--- config.mk ---
export PLATFORM = sky130hd
export DESIGN_NAME = sr_lock_arbiter
export DESIGN_NICKNAME = d
export VERILOG_FILES = /design/src/rtl/arb_pkg.sv /design/src/rtl/sr_toggle_cell.sv /design/src/rtl/sr_lock_arbiter.sv
export SDC_FILE = /design/constraint.sdc
export NUM_CORES = 1
export LEC_CHECK = 0
export ABC_AREA = 1
export CORE_UTILIZATION = 30
export DETAILED_ROUTE_END_ITERATION = 8
export HOLD_SLACK_MARGIN = 0.12
export PLACE_DENSITY = 0.59
export RECOVER_POWER = 25
export SLEW_MARGIN = 20
export SYNTH_ARGS = -nofsm -noshare
export SYNTH_HDL_FRONTEND = slang
export SYNTH_HIERARCHICAL = 1
export SYNTH_SLANG_ARGS = --single-unit
--- constraint.sdc ---
create_clock -name clk -period 2.9 [get_ports clk]
set_input_delay 0.58 -clock clk [delete_from_list [all_inputs] [get_ports clk]]
set_output_delay 0.58 -clock clk [all_outputs]
set_load 0.02 [all_outputs]
--- src/rtl/arb_pkg.sv ---
// Shared types, defaults and helper functions for the single-lock round-robin arbiter.
package arb_pkg;

  typedef enum logic {
    IDLE  = 1'b0,
    OWNED = 1'b1
  } state_e;

  localparam int DEF_N_REQ   = 4;
  localparam int DEF_TIMEOUT = 255;
  localparam int MAX_REQ     = 16;

  // Index width; never below 1 so a 1-bit owner field always exists.
  function automatic int clog2(input int value);
    int width;
    width = 0;
    while ((1 << width) < value) width++;
    return (width < 1) ? 1 : width;
  endfunction

  // First set request at or after ptr, wrapping modulo n.
  function automatic logic [3:0] rr_pick(input logic [MAX_REQ-1:0] req_vec,
                                         input logic [3:0] ptr,
                                         input int n);
    logic [3:0] pick;
    int idx;
    pick = ptr;
    for (int i = MAX_REQ - 1; i >= 0; i--) begin
      if (i < n) begin
        idx = (int'(ptr) + i) % n;
        if (req_vec[idx]) pick = idx[3:0];
      end
    end
    return pick;
  endfunction

endpackage

--- src/rtl/sr_toggle_cell.sv ---
// SR state bit built on a toggle flop: T flips Q only when S finds it clear or R finds it set.
module sr_toggle_cell (
  input  logic clk,
  input  logic rst,
  input  logic s,
  input  logic r,
  output logic q,
  output logic q_bar
);

  logic q_q;
  logic t_d;

  assign t_d = (s & ~q_q) | (r & q_q);

  always_ff @(posedge clk) begin
    if (rst) q_q <= 1'b0;
    else     q_q <= q_q ^ t_d;
  end

  assign q     = q_q;
  assign q_bar = ~q_q;

endmodule

--- src/rtl/sr_lock_arbiter.sv ---
// Round-robin arbiter for one shared lock bit with owner release and optional hold timeout.
module sr_lock_arbiter
  import arb_pkg::*;
#(
  parameter int N_REQ   = DEF_N_REQ,
  parameter int TIMEOUT = DEF_TIMEOUT,
  parameter int TW      = 8
) (
  input  logic                    clk,
  input  logic                    rst,
  input  logic [N_REQ-1:0]        req,
  input  logic [N_REQ-1:0]        rel,
  output logic [N_REQ-1:0]        gnt,
  output logic                    busy,
  output logic [clog2(N_REQ)-1:0] owner,
  output logic                    timeout_pulse,
  output logic [TW-1:0]           hold_cnt
);

  localparam int IW = clog2(N_REQ);
  localparam logic [TW-1:0] TO_LAST = TW'((TIMEOUT == 0) ? 0 : TIMEOUT - 1);
  localparam logic [TW-1:0] CNT_MAX = {TW{1'b1}};

  state_e            state_q, state_d;
  logic [N_REQ-1:0]  gnt_q, gnt_d;
  logic [IW-1:0]     owner_q, owner_d;
  logic [IW-1:0]     rr_ptr_q, rr_ptr_d;
  logic [TW-1:0]     hold_cnt_q, hold_cnt_d;
  logic              timeout_q, timeout_d;

  logic              lock_q, lock_free;
  logic              grant_ev, rel_ev, to_ev;
  logic [MAX_REQ-1:0] req_ext;
  logic [IW-1:0]     next_ptr;

  always_comb begin
    req_ext = '0;
    req_ext[N_REQ-1:0] = req;
  end

  // The lock bit's own complement gates new grants, so a grant can never overlap a held lock.
  assign grant_ev = (state_q == IDLE) & lock_free & (|req);
  assign rel_ev   = (state_q == OWNED) & rel[owner_q];
  assign to_ev    = (state_q == OWNED) & (TIMEOUT != 0) & (hold_cnt_q == TO_LAST) & ~rel_ev;
  assign next_ptr = (int'(owner_q) == N_REQ - 1) ? '0 : owner_q + IW'(1);

  sr_toggle_cell u_lock (
    .clk   (clk),
    .rst   (rst),
    .s     (grant_ev),
    .r     (rel_ev | to_ev),
    .q     (lock_q),
    .q_bar (lock_free)
  );

  always_ff @(posedge clk) begin
    if (rst) state_q <= IDLE;
    else     state_q <= state_d;
  end

  always_comb begin
    state_d = state_q;
    case (state_q)
      IDLE:    if (grant_ev) state_d = OWNED;
      OWNED:   if (rel_ev || to_ev) state_d = IDLE;
      default: state_d = IDLE;
    endcase
  end

  always_comb begin
    gnt_d      = gnt_q;
    owner_d    = owner_q;
    rr_ptr_d   = rr_ptr_q;
    hold_cnt_d = hold_cnt_q;
    timeout_d  = 1'b0;
    case (state_q)
      IDLE: begin
        if (grant_ev) begin
          owner_d        = IW'(rr_pick(req_ext, 4'(rr_ptr_q), N_REQ));
          gnt_d          = '0;
          gnt_d[owner_d] = 1'b1;
          hold_cnt_d     = '0;
        end
      end
      OWNED: begin
        if (hold_cnt_q != CNT_MAX) hold_cnt_d = hold_cnt_q + TW'(1);
        if (rel_ev || to_ev) begin
          gnt_d     = '0;
          rr_ptr_d  = next_ptr;
          timeout_d = to_ev;
        end
      end
      default: gnt_d = '0;
    endcase
  end

  always_ff @(posedge clk) begin
    if (rst) begin
      gnt_q      <= '0;
      owner_q    <= '0;
      rr_ptr_q   <= '0;
      hold_cnt_q <= '0;
      timeout_q  <= 1'b0;
    end else begin
      gnt_q      <= gnt_d;
      owner_q    <= owner_d;
      rr_ptr_q   <= rr_ptr_d;
      hold_cnt_q <= hold_cnt_d;
      timeout_q  <= timeout_d;
    end
  end

  assign gnt           = gnt_q;
  assign busy          = lock_q;
  assign owner         = owner_q;
  assign timeout_pulse = timeout_q;
  assign hold_cnt      = hold_cnt_q;

endmodule

# [Word level (Yosys, flattened, before mapping)]
# Cells that the tools add are included.
# Widths: inputs -> output; s select.
[op_classes] mux=31 n_reduce_logical=11 n_eq_ne=6 n_bitwise=17 n_addsub=5 order_cmp=7
[ops] op="$lt 3x6->1 const B" n=3
[ops] op="$mux 8" n=2
[ops] op="$pmux 8 s2" n=1
[ops] op="$mux 2" n=7
[ops] op="$mux 1" n=11
[ops] op="$bmux 1 s3" n=3
[ops] op="$add 8x1->8 const B" n=1
[ops] op="$eq 8x8->1 const B" n=1
[ops] op="$mux 4" n=2
[ops] op="$ne 8x8->1 const B" n=1
[ops] op="$pmux 4 s2" n=1
[ops] op="$reduce_and 2->1" n=4
[ops] op="$and 1x1->1" n=7
[ops] op="$lt 2x3->1 const B" n=2
[ops] op="$ne 2x1->1 const B" n=3
[ops] op="$reduce_or 2->1" n=3
[ops] op="$lt 2x5->1 const B" n=1
[ops] op="$add 2x1->2 const B" n=2
[ops] op="$add 2x2->2 const B" n=2
[ops] op="$bmux 1 s2" n=2
[ops] op="$not 1->1" n=4
[ops] op="$reduce_or 4->1" n=1
[ops] op="$and 1x1->1 const A" n=3
[ops] op="$reduce_or 3->1" n=1
[ops] op="8 further kinds" n=9
[word_totals] input_bits=10 out_inout_bits=16 regBits=19

# [Depth between registers and ports, before layout]
# Gate-level depths: netlist of run 1.
[logic_depth] depth_word=18 ltp_mapped=13 ltp_nobuf=12

# [Hierarchy]
# Netlist of run 1, hierarchy kept.
[by_module_without_submodules] module="sr_lock_arbiter" instances=1 seq_area_each_um2=360.3 area_per_inst_um2=1073.5 cells_per_inst=161
[by_module_without_submodules] module="sr_toggle_cell" instances=1 seq_area_each_um2=20.0 area_per_inst_um2=42.5 cells_per_inst=7

# [Least setup slack after synthesis of run 1]
# OpenSTA, ideal clock, no wires.
[synth_timing] path_type="input-to-reg" start="input req[2]" end="register hold_cnt_q[7], in the netlist hold_cnt[7]" path_stages=9 setup_slack_ps=1431 setup_ps=115 t_arrival_ps=1354 t_required_ps=2785 cell_sequence="inv_1 nand4_1 nand3_1 nand2_2 nand2_1 nor2_2 nand2_1 o21ai_1 nor2_1"
[synth_via] elab_chain_cells=4
[synth_lines] item="start, declared" line_no="sr_lock_arbiter.sv:11" text="input logic [N_REQ-1:0] req,"
[synth_lines] item="$reduce_or 4->1" line_no="sr_lock_arbiter.sv:42" text="assign grant_ev = (state_q == IDLE) & lock_free & (|req);"
[synth_lines] item="$and 1x1->1" line_no="sr_lock_arbiter.sv:42"
[synth_lines] item="$ne 2x1->1 (no line)"
[synth_lines] item="$reduce_and 2->1 (no line)"
[synth_lines] item="end signal, assigned" line_no="sr_lock_arbiter.sv:108" text="hold_cnt_q <= hold_cnt_d;"
[synth_lines] item="end, declared" line_no="sr_lock_arbiter.sv:28" text="logic [TW-1:0] hold_cnt_q, hold_cnt_d;"
# No other way between the ends.
# A chain may end at the register's enable or synchronous reset.

# [Worst setup path after layout of run 1]
[layout_timing] start="input req[3]" end="register hold_cnt_q[7], in the netlist hold_cnt[7]"
# Same word-level chain as after synthesis.

==> run_results.csv, run 1 <==
group,metric,value,unit
layout,final_nets,209,
timing,setup-violations-final,0,
timing,hold_violations,0,
routing,drtIter0Drc,40,
timing,fmax,503,MHz
clock_network,cts_tree,"yes",
worst_hold_path,hold_class,"reg2reg",
timing,finalCritPeriodShare,68.6,%
worst_setup_path,worst_setup_path_end_kind,"register",
timing,finalSetupTns,0,ns
grt,antenna_found_initial,0,
grt,grt_max_degree,14,
worst_hold_path,hold_path_depth,2,
floorplanning,dieArea,3970,µm²
clock_network,numCtsBuffers,3,
synthesis,synth_top_cell_area_share,34.1,%
clock_network,cts_setup_buffers,0,
power,ir_drop,365,µV
timing,post-route-min-period,1.99,ns
grt,grt_pass1_vias,940,
worst_setup_path,cp_slowest_stage_delay,0.56,ns
grt,grt_pass1_wl,4.26,mm
timing,drv_slew,0,
grt,grt_use_total,13.6,%
routing,drt-wirelength-per-cell,10.1,µm
worst_hold_path,hold_end,"gnt[2]",
clock_network,cts-root-buf,"clkbuf_8",
synthesis,syn_nets,181,
layout,drive_above_1_share,14.4,%
worst_setup_path,arrival,2.14,ns
floorplanning,num_rows,21,
synthesis,syn_area,1120,µm²
routing,num_vias,1058,
routing,drc_errors,0,
synthesis,yosysWarnings,6,
worst_setup_path,critical_path.startpoint_type,"input port",
routing,ant_nets,0,
floorplanning,die_w,63.0,µm
outcome,status,"finished clean",
power,p_per_area,896,nW/µm²
floorplanning,dieHeight,63.0,µm
worst_setup_path,cp_cell_sequence,"dlygate4sd3_1 > inv_1 > nand4_1 > nand3_1 > nand2_1 > nand2_1 > nor2_2 > nand2_1 > o21ai_1 > nor2_1",
layout,fill_cells,370,
layout,area_growth,29.8,%
clock_network,clkTransAtPathRegs,0.07,ns
synthesis,synthTopCellsByArea,"dfxtp_1 (34%), nand2_1 (14%), nand2_2 (9.0%)",
timing,fin_skew,0.00151,ns
synthesis,postSynthCellCount,168,
layout,seq_area,380,µm²
worst_setup_path,critPathSlowestCell,"dlygate4sd3_1",
routing,dr.pass1.iters,4,
placement,dp_hpwl,1.87,mm
clock_network,ctsHoldBuffers,0,
timing,worst_slew_pin_slew,0.484,ns
layout,final_util,42.1,%
layout,final_cell_mix,"nand2_1 (45), clkdlybuf4s50_1 (21), inv_1 (20)",
synthesis,avgSynthCellArea,6.64,µm²
clock_network,cts-htree-levels,1,
synthesis,yosys.area.top_type,"dfxtp_1",
floorplanning,core,3440,µm²
worst_setup_path,rrSetupSlack,1.27,ns
routing,wl,2.44,mm
worst_setup_path,required,3.05,ns
power,power,1.30,mW
floorplanning,ioPinCount,26,
synthesis,ys_ff_latch,19,
floorplanning,start_util,32.4,%
worst_hold_path,min-delay-start,"gnt[2]",
worst_setup_path,worstReg2RegEnd,"gnt[0]",
clock_network,insertion_delay,0.26,ns
grt,overflow,0,
worst_setup_path,path_max_fanout,5,
routing,viasPerCell,4.39,
timing,holdWs,0.473,ns
worst_setup_path,r2r_cells,10,
layout,multi_input_area,614,µm²
timing,slew_headroom,67.7,%
clock_network,clockBufferDepth,2,
clock_network,clock_sink_count,19,
worst_setup_path,crit_top_cell,"nand2_1",
synthesis,seq_area_frac_synth,34.1,%
placement,gp_congestion,0.774,
clock_network,postCtsResizedCells,0,
timing,rsz0062_at_grt,"false",
layout,final_common_cell,"nand2_1",
run,cap_violations,0,
worst_setup_path,reg2reg_from,"rr_ptr_q[0]",
synthesis,yosysUniqueCellTypes,27,
layout,insertedDiodeCount,0,
power,cellLeakagePower,0.619,nW
layout,fin_cells,241,
worst_setup_path,crit_type,"in2reg",
placement,numPlacedInstances,237,
placement,io_buffers,25,
synth_stat cells, drive strengths merged:
master  instances
nand4           3
o31ai           1
nand2          59
buf             1
a211oi          3
nor3            1
dfxtp          19
o21ai           6
nand3          13
o21bai          1
nor3b           1
o22ai           1
clkbuf          1
a21oi           7
nor2           19
or2             2
xor2            1
ha              3
a31oi           1
inv            25
flip-flops by register name (all words and copies together), names as in the netlist:
signal	flops
gnt	4
hold_cnt	8
owner	2
rr_ptr_q	2
state_q	1
timeout_pulse	1
u_lock/q	1
per-stage QoR:
| stage | setup slack (ns) | cell area, µm² |
|---|---|---|
| 2_1_floorplan | 1.43 | 1120 |
| 3_3_place_gp | 0.728 | 1410 |
| 3_5_place_dp | 0.752 | 1410 |
| 4_1_cts | 1.01 | 1450 |
| 5_1_grt | 0.735 | 1450 |
| 6_report | 0.910 | 1450 |
cell type report:
cell class,instances,area share (%)
clock buffer,4,3.11
inverter,25,6.99
multi-input combinational,122,42.4
sequential,19,26.3
tap,46,3.97
timing repair buffer,25,17.3
report_power, final:
part,leakage (nW),total (mW),internal (mW),switching [mW]
Clock,0.0228,0.184,0.0977,0.0864
Combinational,0.441,0.700,0.267,0.432
Sequential,0.155,0.414,0.328,0.0862
Total,0.619,1.30,0.693,0.605
cell families after synthesis:
family                     count (synthesis)  share of synthesized area, %
buffers and inverters                     27                          10.4
DFF                                       19                          34.1
xor gates and xnor gates                   1                         0.785
and+or+nand+nor                           98                          40.7
AOI/OAI and AO/OA                         20                          10.7
adders and majority gates                  3                          3.36
per-layer routing:
metal	up-vias	track usage [%]	wire length (µm)
met5	-	0	0
li1	588	-	-
met4	0	6.98	30
met3	3	2.19	91
met1	447	20.2	1320
met2	20	18.3	1000
critical path: cells and delay by family:
kind / cells / cell delay [ns]
simple gates: 7 / 0.80
compound gates: 1 / 0.14
buf+inv: 2 / 0.62
worst max-delay path by stage:
stage | startpoint | to | slack [ns]
after global placement | req[3] | hold_cnt[7] | 0.73
final | req[3] | hold_cnt[7] | 0.91
after detailed placement | req[3] | hold_cnt[7] | 0.75
after CTS | owner[0] | owner[0] | 1.01
after floorplan | req[2] | hold_cnt[7] | 1.43
after global routing | req[3] | hold_cnt[7] | 0.73
No activity file was read; power rests on OpenSTA's default activity.
==> run 2, diff against run 1 <==
--- a/config.mk
+++ b/config.mk
@@ -9,7 +9,7 @@
 export CORE_UTILIZATION = 30
 export DETAILED_ROUTE_END_ITERATION = 8
 export HOLD_SLACK_MARGIN = 0.12
-export PLACE_DENSITY = 0.59
+export PLACE_DENSITY = 0.6
 export RECOVER_POWER = 25
 export SLEW_MARGIN = 20
 export SYNTH_ARGS = -nofsm -noshare
==> constraint.sdc (replaced) <==
create_clock -name clk -period 1.6 [get_ports clk]
set_input_delay 0.32 -clock clk [delete_from_list [all_inputs] [get_ports clk]]
set_output_delay 0.32 -clock clk [all_outputs]
set_load 0.02 [all_outputs]
==> run_results.csv, run 2 (synthesized netlist as in run 1, its figures left out) <==
group,metric,value,unit
timing,drv_slew,0,
grt,grt_pass1_vias,969,
timing,finalSetupTns,0,ns
power,pwr-share-clk,12.5,%
timing,fin_skew,0.00224,ns
clock_network,numCtsBuffers,3,
worst_setup_path,crit_family,"buffers and inverters",
power,p_sw,1.18,mW
grt,antenna_found_initial,0,
outcome,status,"finished clean",
clock_network,insertion_delay,0.25,ns
timing,slew_headroom,83.1,%
timing,rsz0062_at_grt,"false",
power,ir_drop,814,µV
worst_setup_path,cp_cell_sequence,"clkdlybuf4s50_1",
worst_setup_path,worst_setup_path_end_kind,"primary output",
grt,grt_pass1_wl,4.17,mm
worst_setup_path,critical_path.startpoint_type,"register",
routing,drtIter0Drc,23,
grt,grt_use_total,12.9,%
power,p_sw_share,45.1,%
clock_network,clock_sink_count,19,
worst_hold_path,hold_class,"reg2reg",
grt,overflow,0,
clock_network,cts-htree-levels,1,
routing,dr.pass1.iters,4,
worst_setup_path,path_max_fanout,3,
routing,wl,2.47,mm
power,p_int,1.43,mW
worst_setup_path,critPathSlowestCell,"clkdlybuf4s50_1",
clock_network,clockBufferDepth,2,
power,p_per_area,1630,nW/µm²
clock_network,clkTransAtPathRegs,0.07,ns
worst_setup_path,rrSetupSlack,0.17,ns
routing,num_vias,1104,
layout,finish.instance_area,1600,µm²
placement,gp_congestion,0.854,
placement,io_buffers,25,
floorplanning,dieArea,3970,µm²
timing,setup-violations-final,0,
floorplanning,ioPinCount,26,
layout,drive_above_1_share,26.8,%
run,cap_violations,0,
timing,finalCritPeriodShare,96.2,%
layout,final_cell_mix,"nand2_1 (41), inv_1 (18), nor2_1 (17), nand2_2 (17), dfxtp_1 (17)",
worst_setup_path,crit_type,"reg2out",
layout,largest_reg_flops,8,
layout,final_common_cell,"nand2_1",
timing,post-route-min-period,1.54,ns
routing,drt-wirelength-per-cell,9.69,µm
floorplanning,die_w,63.0,µm
worst_setup_path,required,1.28,ns
power,cellLeakagePower,0.743,nW
placement,placed_cell_area,1500,µm²
floorplanning,core,3440,µm²
timing,hold_violations,0,
power,pwr-share-comb,60.1,%
routing,ant_nets,0,
clock_network,cts_tree,"yes",
worst_setup_path,path_buf_inv,1,
clock_network,ctsHoldBuffers,0,
routing,drc_errors,0,
routing,viasPerCell,4.33,
grt,grt_max_degree,11,
timing,fmax,649,MHz
floorplanning,dieHeight,63.0,µm
layout,insertedDiodeCount,0,
layout,final_nets,223,
floorplanning,start_util,32.4,%
clock_network,cts-root-buf,"clkbuf_8",
floorplanning,num_rows,21,
worst_setup_path,cp_slowest_stage_delay,0.61,ns
layout,area_growth,43.5,%
placement,dp_hpwl,1.85,mm
timing,worst_slew_pin_slew,0.255,ns
worst_setup_path,arrival,1.22,ns
power,seq_power_share,27.4,%
-- run 2: cell types whose count changed in the layout (fill, tap and decap cells not counted), moves of 4 or more --
| cell | change |
|---|---|
| dlygate4sd3_1 | -4 |
| buf_4 | +13 |
| dlygate4sd2_1 | +5 |
| nand2_1 | -4 |
| clkdlybuf4s50_1 | -9 |
| dlymetal6s2s_1 | +4 |
| clkbuf_1 | +4 |
-- run 2: final cells by class --
class                      instances  area [µm²]
fill                             361        1840
multi-input combinational        122         668
sequential                        19         383
timing repair buffer              39         347
inverter                          25         101
tap                               46        57.6
clock buffer                       4        45.0
-- run 2: per-stage QoR --
stage	power, mW	instances	hold WS (ns)	worst slack (ns)	util, %
floorplan	1.69	168	0.463	0.147	-
global placement	2.15	248	0.462	-0.205	43.7
detailed placement	2.15	248	0.459	-0.262	43.7
CTS	2.50	253	0.475	0.00828	45.0
global route	2.87	255	0.503	0.00782	46.5
finish	2.61	255	0.468	0.0602	46.5
-- run 2: what timing repair did --
action                                  in CTS  in global routing
setup buffers                                1                  2
endpoints found under the setup margin       6                 15
pin swaps                                    1                  6
gates cloned                                 0                  0
resized for setup                            5                 23
hold endpoints to repair                     0                  0
-- run 2: layer usage --
layer,global-route usage (%),part of all wire [%],wire (µm),vias up
li1,-,-,-,613
met1,17.9,54,1340,471
met2,19.9,42,1030,16
met3,2.01,3.2,80,4
met4,4.36,1.2,29,0
met5,0,0,0,-
-- run 2: final timing paths --
kind | from | endpoint | depth (start not counted)
setup / recovery | hold_cnt[0] | hold_cnt[0] | 1
hold / removal | hold_cnt[5] | hold_cnt[5] | 2
setup reg to reg | rr_ptr_q[0] | owner[0] | 12
hold reg to reg | hold_cnt[5] | hold_cnt[5] | 2
-- run 2: power by group through the flow --
stage	Sequential (mW)	Clock, mW	Combinational [mW]
4_1_cts	0.712	0.344	1.44
6_report	0.715	0.327	1.57
3_5_place_dp	0.722	0	1.42
5_1_grt	0.739	0.365	1.76
2_1_floorplan	0.799	0	0.889
3_3_place_gp	0.720	0	1.43
